File: src/rtl/vram_port_arbiter_if.sv
// Bus bundle between the VRAM port arbiter and its neighbours: the CPU write path,
// display read path, clear-engine control, FIFO status and the raw VRAM port.
interface vram_port_arbiter_if #(
    parameter int ADDR_W = 15,
    parameter int DATA_W = 8
);
    logic              cpu_we;
    logic [ADDR_W-1:0] cpu_waddr;
    logic [DATA_W-1:0] cpu_wdata;
    logic              vga_re;
    logic [ADDR_W-1:0] vga_raddr;
    logic [DATA_W-1:0] vga_rdata;
    logic              vga_rvalid;
    logic              clr_start;
    logic [DATA_W-1:0] clr_data;
    logic              clr_busy;
    logic              fifo_full;
    logic              fifo_empty;
    logic              wr_overflow;
    logic              ovf_clr;
    logic [ADDR_W-1:0] vram_addr;
    logic              vram_we;
    logic [DATA_W-1:0] vram_wdata;
    logic [DATA_W-1:0] vram_rdata;

    // Arbiter side
    modport slave (
        input  cpu_we, cpu_waddr, cpu_wdata, vga_re, vga_raddr, clr_start, clr_data,
               ovf_clr, vram_rdata,
        output vga_rdata, vga_rvalid, clr_busy, fifo_full, fifo_empty, wr_overflow,
               vram_addr, vram_we, vram_wdata
    );

    // Surrounding system side
    modport master (
        output cpu_we, cpu_waddr, cpu_wdata, vga_re, vga_raddr, clr_start, clr_data,
               ovf_clr, vram_rdata,
        input  vga_rdata, vga_rvalid, clr_busy, fifo_full, fifo_empty, wr_overflow,
               vram_addr, vram_we, vram_wdata
    );
endinterface

File: src/rtl/vram_port_arbiter.sv
// Single-port VRAM sharing: display reads win every cycle, then the clear engine,
// then buffered CPU writes drained in arrival order from a small circular FIFO.
module vram_port_arbiter #(
    parameter int ADDR_W     = 15,
    parameter int DATA_W     = 8,
    parameter int FIFO_DEPTH = 4,
    parameter int CLR_LAST   = 19199
) (
    input logic                 clk,
    input logic                 rst,
    vram_port_arbiter_if.slave  bus
);
    localparam int                PTR_W    = $clog2(FIFO_DEPTH);
    localparam logic [ADDR_W-1:0] CLR_END  = ADDR_W'(CLR_LAST);
    localparam logic [PTR_W:0]    CNT_FULL = (PTR_W + 1)'(FIFO_DEPTH);

    typedef enum logic {ST_IDLE, ST_CLEAR} clr_state_t;

    clr_state_t        clr_state;
    logic              clr_busy_r;
    logic [ADDR_W-1:0] clr_cnt;
    logic [DATA_W-1:0] clr_fill;

    logic [ADDR_W-1:0] fifo_addr [FIFO_DEPTH];
    logic [DATA_W-1:0] fifo_data [FIFO_DEPTH];
    logic [PTR_W-1:0]  wr_ptr;
    logic [PTR_W-1:0]  rd_ptr;
    logic [PTR_W:0]    fifo_cnt;
    logic [PTR_W:0]    fifo_cnt_nxt;
    logic              fifo_full_r;
    logic              fifo_empty_r;
    logic              wr_overflow_r;
    logic              vga_rvalid_r;

    logic              grant_vga;
    logic              grant_clr;
    logic              grant_fifo;
    logic              push;
    logic              drop;

    // Grants are masked during reset so the VRAM port is quiet immediately.
    always_comb begin
        grant_vga    = !rst && bus.vga_re;
        grant_clr    = !rst && !bus.vga_re && clr_busy_r;
        grant_fifo   = !rst && !bus.vga_re && !clr_busy_r && !fifo_empty_r;
        push         = bus.cpu_we && (!fifo_full_r || grant_fifo);
        drop         = bus.cpu_we && fifo_full_r && !grant_fifo;
        fifo_cnt_nxt = fifo_cnt + (PTR_W + 1)'(push) - (PTR_W + 1)'(grant_fifo);
    end

    always_comb begin
        bus.vram_addr  = '0;
        bus.vram_wdata = '0;
        bus.vram_we    = 1'b0;
        if (grant_vga) begin
            bus.vram_addr  = bus.vga_raddr;
        end else if (grant_clr) begin
            bus.vram_addr  = clr_cnt;
            bus.vram_wdata = clr_fill;
            bus.vram_we    = 1'b1;
        end else if (grant_fifo) begin
            bus.vram_addr  = fifo_addr[rd_ptr];
            bus.vram_wdata = fifo_data[rd_ptr];
            bus.vram_we    = 1'b1;
        end
    end

    // FIFO payload and clear fill value carry no reset; their qualifiers do.
    always_ff @(posedge clk) begin
        if (push) begin
            fifo_addr[wr_ptr] <= bus.cpu_waddr;
            fifo_data[wr_ptr] <= bus.cpu_wdata;
        end
        if (clr_state == ST_IDLE && bus.clr_start) begin
            clr_fill <= bus.clr_data;
        end
    end

    always_ff @(posedge clk or posedge rst) begin
        if (rst) begin
            wr_ptr        <= '0;
            rd_ptr        <= '0;
            fifo_cnt      <= '0;
            fifo_full_r   <= 1'b0;
            fifo_empty_r  <= 1'b1;
            wr_overflow_r <= 1'b0;
            vga_rvalid_r  <= 1'b0;
        end else begin
            if (push) wr_ptr <= wr_ptr + PTR_W'(1);
            if (grant_fifo) rd_ptr <= rd_ptr + PTR_W'(1);
            fifo_cnt     <= fifo_cnt_nxt;
            fifo_full_r  <= (fifo_cnt_nxt == CNT_FULL);
            fifo_empty_r <= (fifo_cnt_nxt == '0);
            if (drop) begin
                wr_overflow_r <= 1'b1;
            end else if (bus.ovf_clr) begin
                wr_overflow_r <= 1'b0;
            end
            vga_rvalid_r <= bus.vga_re;
        end
    end

    // Clear engine: the counter only advances on cycles it actually owns the port.
    always_ff @(posedge clk or posedge rst) begin
        if (rst) begin
            clr_state  <= ST_IDLE;
            clr_busy_r <= 1'b0;
            clr_cnt    <= '0;
        end else begin
            case (clr_state)
                ST_IDLE: begin
                    if (bus.clr_start) begin
                        clr_state  <= ST_CLEAR;
                        clr_busy_r <= 1'b1;
                        clr_cnt    <= '0;
                    end
                end
                ST_CLEAR: begin
                    if (grant_clr) begin
                        if (clr_cnt == CLR_END) begin
                            clr_state  <= ST_IDLE;
                            clr_busy_r <= 1'b0;
                            clr_cnt    <= '0;
                        end else begin
                            clr_cnt <= clr_cnt + ADDR_W'(1);
                        end
                    end
                end
            endcase
        end
    end

    assign bus.vga_rdata   = bus.vram_rdata;
    assign bus.vga_rvalid  = vga_rvalid_r;
    assign bus.clr_busy    = clr_busy_r;
    assign bus.fifo_full   = fifo_full_r;
    assign bus.fifo_empty  = fifo_empty_r;
    assign bus.wr_overflow = wr_overflow_r;
endmodule

File: src/flat_wrapper.sv
// flat-port wrapper written by rule: the top's interface ports become plain ports
module vram_port_arbiter_flat 
#(
    parameter int ADDR_W     = 15,
    parameter int DATA_W     = 8,
    parameter int FIFO_DEPTH = 4,
    parameter int CLR_LAST   = 19199
)
  (clk, rst, bus_cpu_we, bus_cpu_waddr, bus_cpu_wdata, bus_vga_re, bus_vga_raddr, bus_clr_start, bus_clr_data, bus_ovf_clr, bus_vram_rdata, bus_vga_rdata, bus_vga_rvalid, bus_clr_busy, bus_fifo_full, bus_fifo_empty, bus_wr_overflow, bus_vram_addr, bus_vram_we, bus_vram_wdata);
  vram_port_arbiter_if #(.ADDR_W(ADDR_W), .DATA_W(DATA_W)) bus_i ();
  input logic clk;
  input logic rst;
  input wire logic [$bits(bus_i.cpu_we)-1:0] bus_cpu_we;
  input wire logic [$bits(bus_i.cpu_waddr)-1:0] bus_cpu_waddr;
  input wire logic [$bits(bus_i.cpu_wdata)-1:0] bus_cpu_wdata;
  input wire logic [$bits(bus_i.vga_re)-1:0] bus_vga_re;
  input wire logic [$bits(bus_i.vga_raddr)-1:0] bus_vga_raddr;
  input wire logic [$bits(bus_i.clr_start)-1:0] bus_clr_start;
  input wire logic [$bits(bus_i.clr_data)-1:0] bus_clr_data;
  input wire logic [$bits(bus_i.ovf_clr)-1:0] bus_ovf_clr;
  input wire logic [$bits(bus_i.vram_rdata)-1:0] bus_vram_rdata;
  output wire logic [$bits(bus_i.vga_rdata)-1:0] bus_vga_rdata;
  output wire logic [$bits(bus_i.vga_rvalid)-1:0] bus_vga_rvalid;
  output wire logic [$bits(bus_i.clr_busy)-1:0] bus_clr_busy;
  output wire logic [$bits(bus_i.fifo_full)-1:0] bus_fifo_full;
  output wire logic [$bits(bus_i.fifo_empty)-1:0] bus_fifo_empty;
  output wire logic [$bits(bus_i.wr_overflow)-1:0] bus_wr_overflow;
  output wire logic [$bits(bus_i.vram_addr)-1:0] bus_vram_addr;
  output wire logic [$bits(bus_i.vram_we)-1:0] bus_vram_we;
  output wire logic [$bits(bus_i.vram_wdata)-1:0] bus_vram_wdata;
  assign bus_i.cpu_we = bus_cpu_we;
  assign bus_i.cpu_waddr = bus_cpu_waddr;
  assign bus_i.cpu_wdata = bus_cpu_wdata;
  assign bus_i.vga_re = bus_vga_re;
  assign bus_i.vga_raddr = bus_vga_raddr;
  assign bus_i.clr_start = bus_clr_start;
  assign bus_i.clr_data = bus_clr_data;
  assign bus_i.ovf_clr = bus_ovf_clr;
  assign bus_i.vram_rdata = bus_vram_rdata;
  assign bus_vga_rdata = bus_i.vga_rdata;
  assign bus_vga_rvalid = bus_i.vga_rvalid;
  assign bus_clr_busy = bus_i.clr_busy;
  assign bus_fifo_full = bus_i.fifo_full;
  assign bus_fifo_empty = bus_i.fifo_empty;
  assign bus_wr_overflow = bus_i.wr_overflow;
  assign bus_vram_addr = bus_i.vram_addr;
  assign bus_vram_we = bus_i.vram_we;
  assign bus_vram_wdata = bus_i.vram_wdata;
  vram_port_arbiter #(.ADDR_W(ADDR_W), .DATA_W(DATA_W), .FIFO_DEPTH(FIFO_DEPTH), .CLR_LAST(CLR_LAST)) u_core (.clk(clk), .rst(rst), .bus(bus_i));
endmodule
File: config.mk
export PLATFORM = sky130hd
export DESIGN_NAME = vram_port_arbiter_flat
export DESIGN_NICKNAME = d
export VERILOG_FILES = /design/src/rtl/vram_port_arbiter_if.sv /design/src/rtl/vram_port_arbiter.sv /design/src/flat_wrapper.sv
export SDC_FILE = /design/constraint.sdc
export NUM_CORES = 1
export LEC_CHECK = 0
export ABC_AREA = 0
export BUFFER_PORTS_ARGS = -buffer_cell sky130_fd_sc_hd__buf_2
export CORE_MARGIN = 5
export CORE_UTILIZATION = 45
export DETAILED_ROUTE_END_ITERATION = 16
export GPL_ROUTABILITY_DRIVEN = 0
export PLACE_DENSITY_LB_ADDON = 0.3
export SLEW_MARGIN = 20
export SYNTH_ARGS = -nofsm -noshare
export SYNTH_HDL_FRONTEND = slang
export SYNTH_SLANG_ARGS = --single-unit
export TNS_END_PERCENT = 5
File: constraint.sdc
create_clock -name clk -period 4.5 [get_ports clk]
set_input_delay 0.45 -clock clk [delete_from_list [all_inputs] [get_ports clk]]
set_output_delay 0.45 -clock clk [all_outputs]
set_load 0.03 [all_outputs]
==> summary.txt <==
Placed design
  • # placed instances: 538
  • Count of input and output buffers: 80
  • Estimated wirelength of the detail-placed design: 7130 um

Logic synthesis
  • Combined area of all synthesized cells: 5410 um2
  • Commonest register cell after synthesis: sky130_fd_sc_hd__edfxtp_1
  • Mean instance size in the synthesized netlist: 16.5 um2
  • Fraction of registers with async set or reset after synthesis: 21.9%
  • Post-synthesis adder-cell area fraction: 1.99%
  • Post-Synthesis Net Count: 397
  • Fraction of synthesized area in multiplexers: 10.1%
  • Warnings from Yosys: 0
  • Synth unique cells: 50
  • Sequential fraction of the synthesis area: 68.4%
  • Simple logic cell fraction of the synthesized area: 5.87%
  • Synthesized flop and latch total: 128
  • Synth Area in XOR/XNOR: 1.29%
  • Post-Synthesis Cells: 329
  • Synthesized-area fraction occupied by ao, oa, aoi and oai cells: 7.77%
  • EDFF count, synth: 100
  • Dominant combinational cell family by area after synthesis: multiplexers

Worst setup path
  • Arrival time of the worst setup path: 2.58 ns
  • Worst flop-to-flop path endpoint: u_core.bus.fifo_full
  • Worst setup path category: register to output pin
  • Startpoint type of the worst setup path: register
  • CP top delay family: flip-flops
  • Cell breakdown of the critical path: mux4_2, a222oi_1, inv_1, buf_2
  • Setup crit start: u_core.rd_ptr[0]
  • Worst path slowest cell: sky130_fd_sc_hd__dfrtp_2
  • Reg-to-reg setup timing slack: 1.71 ns
  • Delay of the slowest critical-path stage: 0.91 ns
  • Buffering stage count on the worst path with inverters included: 2
  • Crit path max fanout: 25
  • Critical path endpoint category: output pin
  • CP Data Required Time: 4.05 ns
  • Launch instance of the worst register-to-register path: u_core.bus.clr_busy
  • Depth of the most critical reg-to-reg path: 8

Layout
  • Combined area of the multi-input logic cells: 1470 um2
  • Final-stage net count: 478
  • Storage cell area: 3710 um2
  • Diodes inserted: 0
  • Post-Route Utilization: 54.3%
  • Post-route insts no fill: 569
  • Filler cell count: 969
  • Most used cells in the layout excluding fill and tap cells: sky130_fd_sc_hd__edfxtp_1 (100), sky130_fd_sc_hd__buf_2 (80), sky130_fd_sc_hd__inv_1 (26), sky130_fd_sc_hd__dfrtp_1 (25), sky130_fd_sc_hd__mux4_2 (23)
  • Leading cell type in the layout, fill and taps excluded: sky130_fd_sc_hd__edfxtp_1
  • Share of cells above drive strength 1: 34.1%
  • Area added between synthesis and finish: 19.4%

Clocking
  • Hold-fix buffers at CTS: 0
  • CTS resizes: 0
  • Postcts setup bufs: 0
  • Clock slew at the register clock pins of the worst setup and hold paths: 0.05 ns
  • Clock tree from TritonCTS: built
  • Maximum buffer depth of the clock tree: 2
  • Clk_lat worst skew: 0.41 ns
  • Maximum level of the CTS H-tree: 4
  • Number of CTS-inserted buffers: 17
  • Root buffer cell: sky130_fd_sc_hd__clkbuf_16
  • Clock sink count: 128

Drt
  • Vias after detailed routing: 3143
  • Routed Antenna Nets: 0
  • DRT iter0 DRCs: 454
  • Average wire length per cell after detail routing: 19.2 um
  • Remaining design rule violation count: 0
  • Number of detailed-route iterations in the first pass: 8
  • DRT Wirelength: 10900 um
  • Number of vias per cell after detailed routing: 5.52

Timing
  • Number of hold-slack violations in the final timing report: 0
  • Finish-stage setup viols: 0
  • Final critical-path required period: 3.03 ns
  • RSZ-0062 raised after global routing: false
  • Share of the cycle needed by the critical path after routing: 67.4%
  • Worst Tran Pin Value: 1.04 ns
  • Tightest slew margin relative to the limit: 30.5%
  • Max Slew Vio Count: 0
  • Worst hold margin: 0.175 ns
  • Max Clk Rate: 330 MHz
  • Clock skew: 0.00825 ns
  • Final-layout setup total negative slack: 0 ns

Die
  • Horizontal die dimension: 120 um
  • Initial core utilization: 45.5%
  • Total core area: 11900 um2
  • # IOs: 97
  • Die area: 14300 um2
  • Die Height: 120 um
  • Number of standard-cell rows in the floorplan: 40

Flow run
  • Max Cap Viol: 0

Global routing
  • Vias in the first global route: 3308
  • Initial antenna violation count: 0
  • Maximum number of pins on one net before global-route repair: 29
  • Aggregate global-route resource usage: 16.2%
  • Global-route congestion overflow total: 0
  • Wire length of the first global-routing pass: 17600 um

Power and ir drop
  • VDD IR max: 0.269 mV
  • Sum of internal, switching and leakage power: 0.00374 W
  • Leakage power total: 2.52 nW
  • Power density over the cells: 578 nW/um2

Worst hold path
  • Type of the worst min-delay path: primary input to async pin

Run status
  • Run status: finished clean
[sequential cells by signal, indices dropped and copies added, names as in the netlist]
signal / flops
u_core.fifo_data: 32
u_core.clr_fill: 8
u_core.bus.wr_overflow: 1
u_core.clr_cnt: 15
u_core.bus.fifo_full: 1
u_core.wr_ptr: 2
u_core.bus.clr_busy: 1
u_core.rd_ptr: 2
u_core.clr_state: 1
u_core.bus.vga_rvalid: 1
u_core.bus.fifo_empty: 1
u_core.fifo_addr: 60
u_core.fifo_cnt: 3
[how the worst max path moves through the flow]
stage	endpoint	slack, ns	cells after the start
floorplan	u_core.bus.fifo_full	1.88	10
global placement	u_core.bus.fifo_full	1.57	9
detailed placement	u_core.bus.fifo_full	1.52	9
CTS	bus_vram_addr[4]	1.38	4
global route	bus_vram_addr[4]	1.21	4
finish	bus_vram_addr[4]	1.47	4
[report_power, final]
group          switching [W]  internal [W]  total (W)
clock               0.000471      0.000807    0.00128
sequential          0.000191       0.00151    0.00171
combinational       0.000383      0.000368   0.000752
[worst reg2reg max path: stages (launching register included)]
cell and delay (ns):
sky130_fd_sc_hd__dfrtp_1 0.41, sky130_fd_sc_hd__or4_1 0.61, sky130_fd_sc_hd__inv_2 0.42, sky130_fd_sc_hd__ha_1 0.21, sky130_fd_sc_hd__inv_1 0.04, sky130_fd_sc_hd__ha_1 0.19
sky130_fd_sc_hd__fa_1 0.38, sky130_fd_sc_hd__xnor2_1 0.23, sky130_fd_sc_hd__nor3b_1 0.21
[cells by family (layout without fill, tap and decap cells)]
group           count (synthesis)  count (layout)
fa+ha+maj                       8               8
xor+xnor                        8               8
compound gates                 53              53
buf+inv                        52             145
mux                            26              26
flops                         128             128
simple gates                   54              54
[synth_stat cells, types with 2 or more instances]
master	number	area share, %
sky130_fd_sc_hd__edfxtp_1	100	55
sky130_fd_sc_hd__dfrtp_1	27	12
sky130_fd_sc_hd__inv_1	27	1.9
sky130_fd_sc_hd__mux4_2	23	9.6
sky130_fd_sc_hd__a222oi_1	15	2.8
sky130_fd_sc_hd__nand2_1	10	0.69
sky130_fd_sc_hd__clkbuf_1	9	0.62
sky130_fd_sc_hd__a22o_1	8	1.3
sky130_fd_sc_hd__buf_4	8	1.1
sky130_fd_sc_hd__a31oi_1	7	0.81
sky130_fd_sc_hd__ha_1	7	1.6
sky130_fd_sc_hd__nor2_1	7	0.49
sky130_fd_sc_hd__xnor2_1	7	1.1
sky130_fd_sc_hd__a211oi_1	5	0.69
sky130_fd_sc_hd__and2_1	5	0.58
sky130_fd_sc_hd__nor3_1	5	0.46
sky130_fd_sc_hd__o21ai_0	5	0.46
sky130_fd_sc_hd__o21ai_1	5	0.46
sky130_fd_sc_hd__buf_2	4	0.37
sky130_fd_sc_hd__nand4_1	4	0.46
sky130_fd_sc_hd__mux2i_1	3	0.55
sky130_fd_sc_hd__nand3_1	3	0.28
sky130_fd_sc_hd__nand3b_1	3	0.42
sky130_fd_sc_hd__and3_1	2	0.23
sky130_fd_sc_hd__buf_6	2	0.42
sky130_fd_sc_hd__nand2b_1	2	0.23
sky130_fd_sc_hd__nor2b_1	2	0.23
sky130_fd_sc_hd__nor4_1	2	0.23
[routing by layer]
layer  vias up  global-route usage [%]  wire, um
met3        12                    6.27       724
met1      1576                    20.7      4720
met2        95                    25.6      5350
met5         -                       0         0
li1       1460                       -         -
met4         0                    5.01       126
[metrics by stage]
| stage | setup WS (ns) | area [um2] |
|---|---|---|
| after global routing | 1.21 | 6460 |
| after detailed placement | 1.52 | 5910 |
| after global placement | 1.57 | 5910 |
| final | 1.47 | 6460 |
| after CTS | 1.38 | 6460 |
| after floorplan | 1.88 | 5410 |
[layout make-up]
class | instances | share of cell area [%]
well taps | 147 | 2.85
clock buffers | 20 | 6.76
repair buffers | 86 | 6.89
multi-input cells | 149 | 22.7
inverters | 28 | 1.63
flip-flops and latches | 128 | 57.4
clock inverters | 11 | 1.78
No activity file was read; power rests on OpenSTA's default activity.
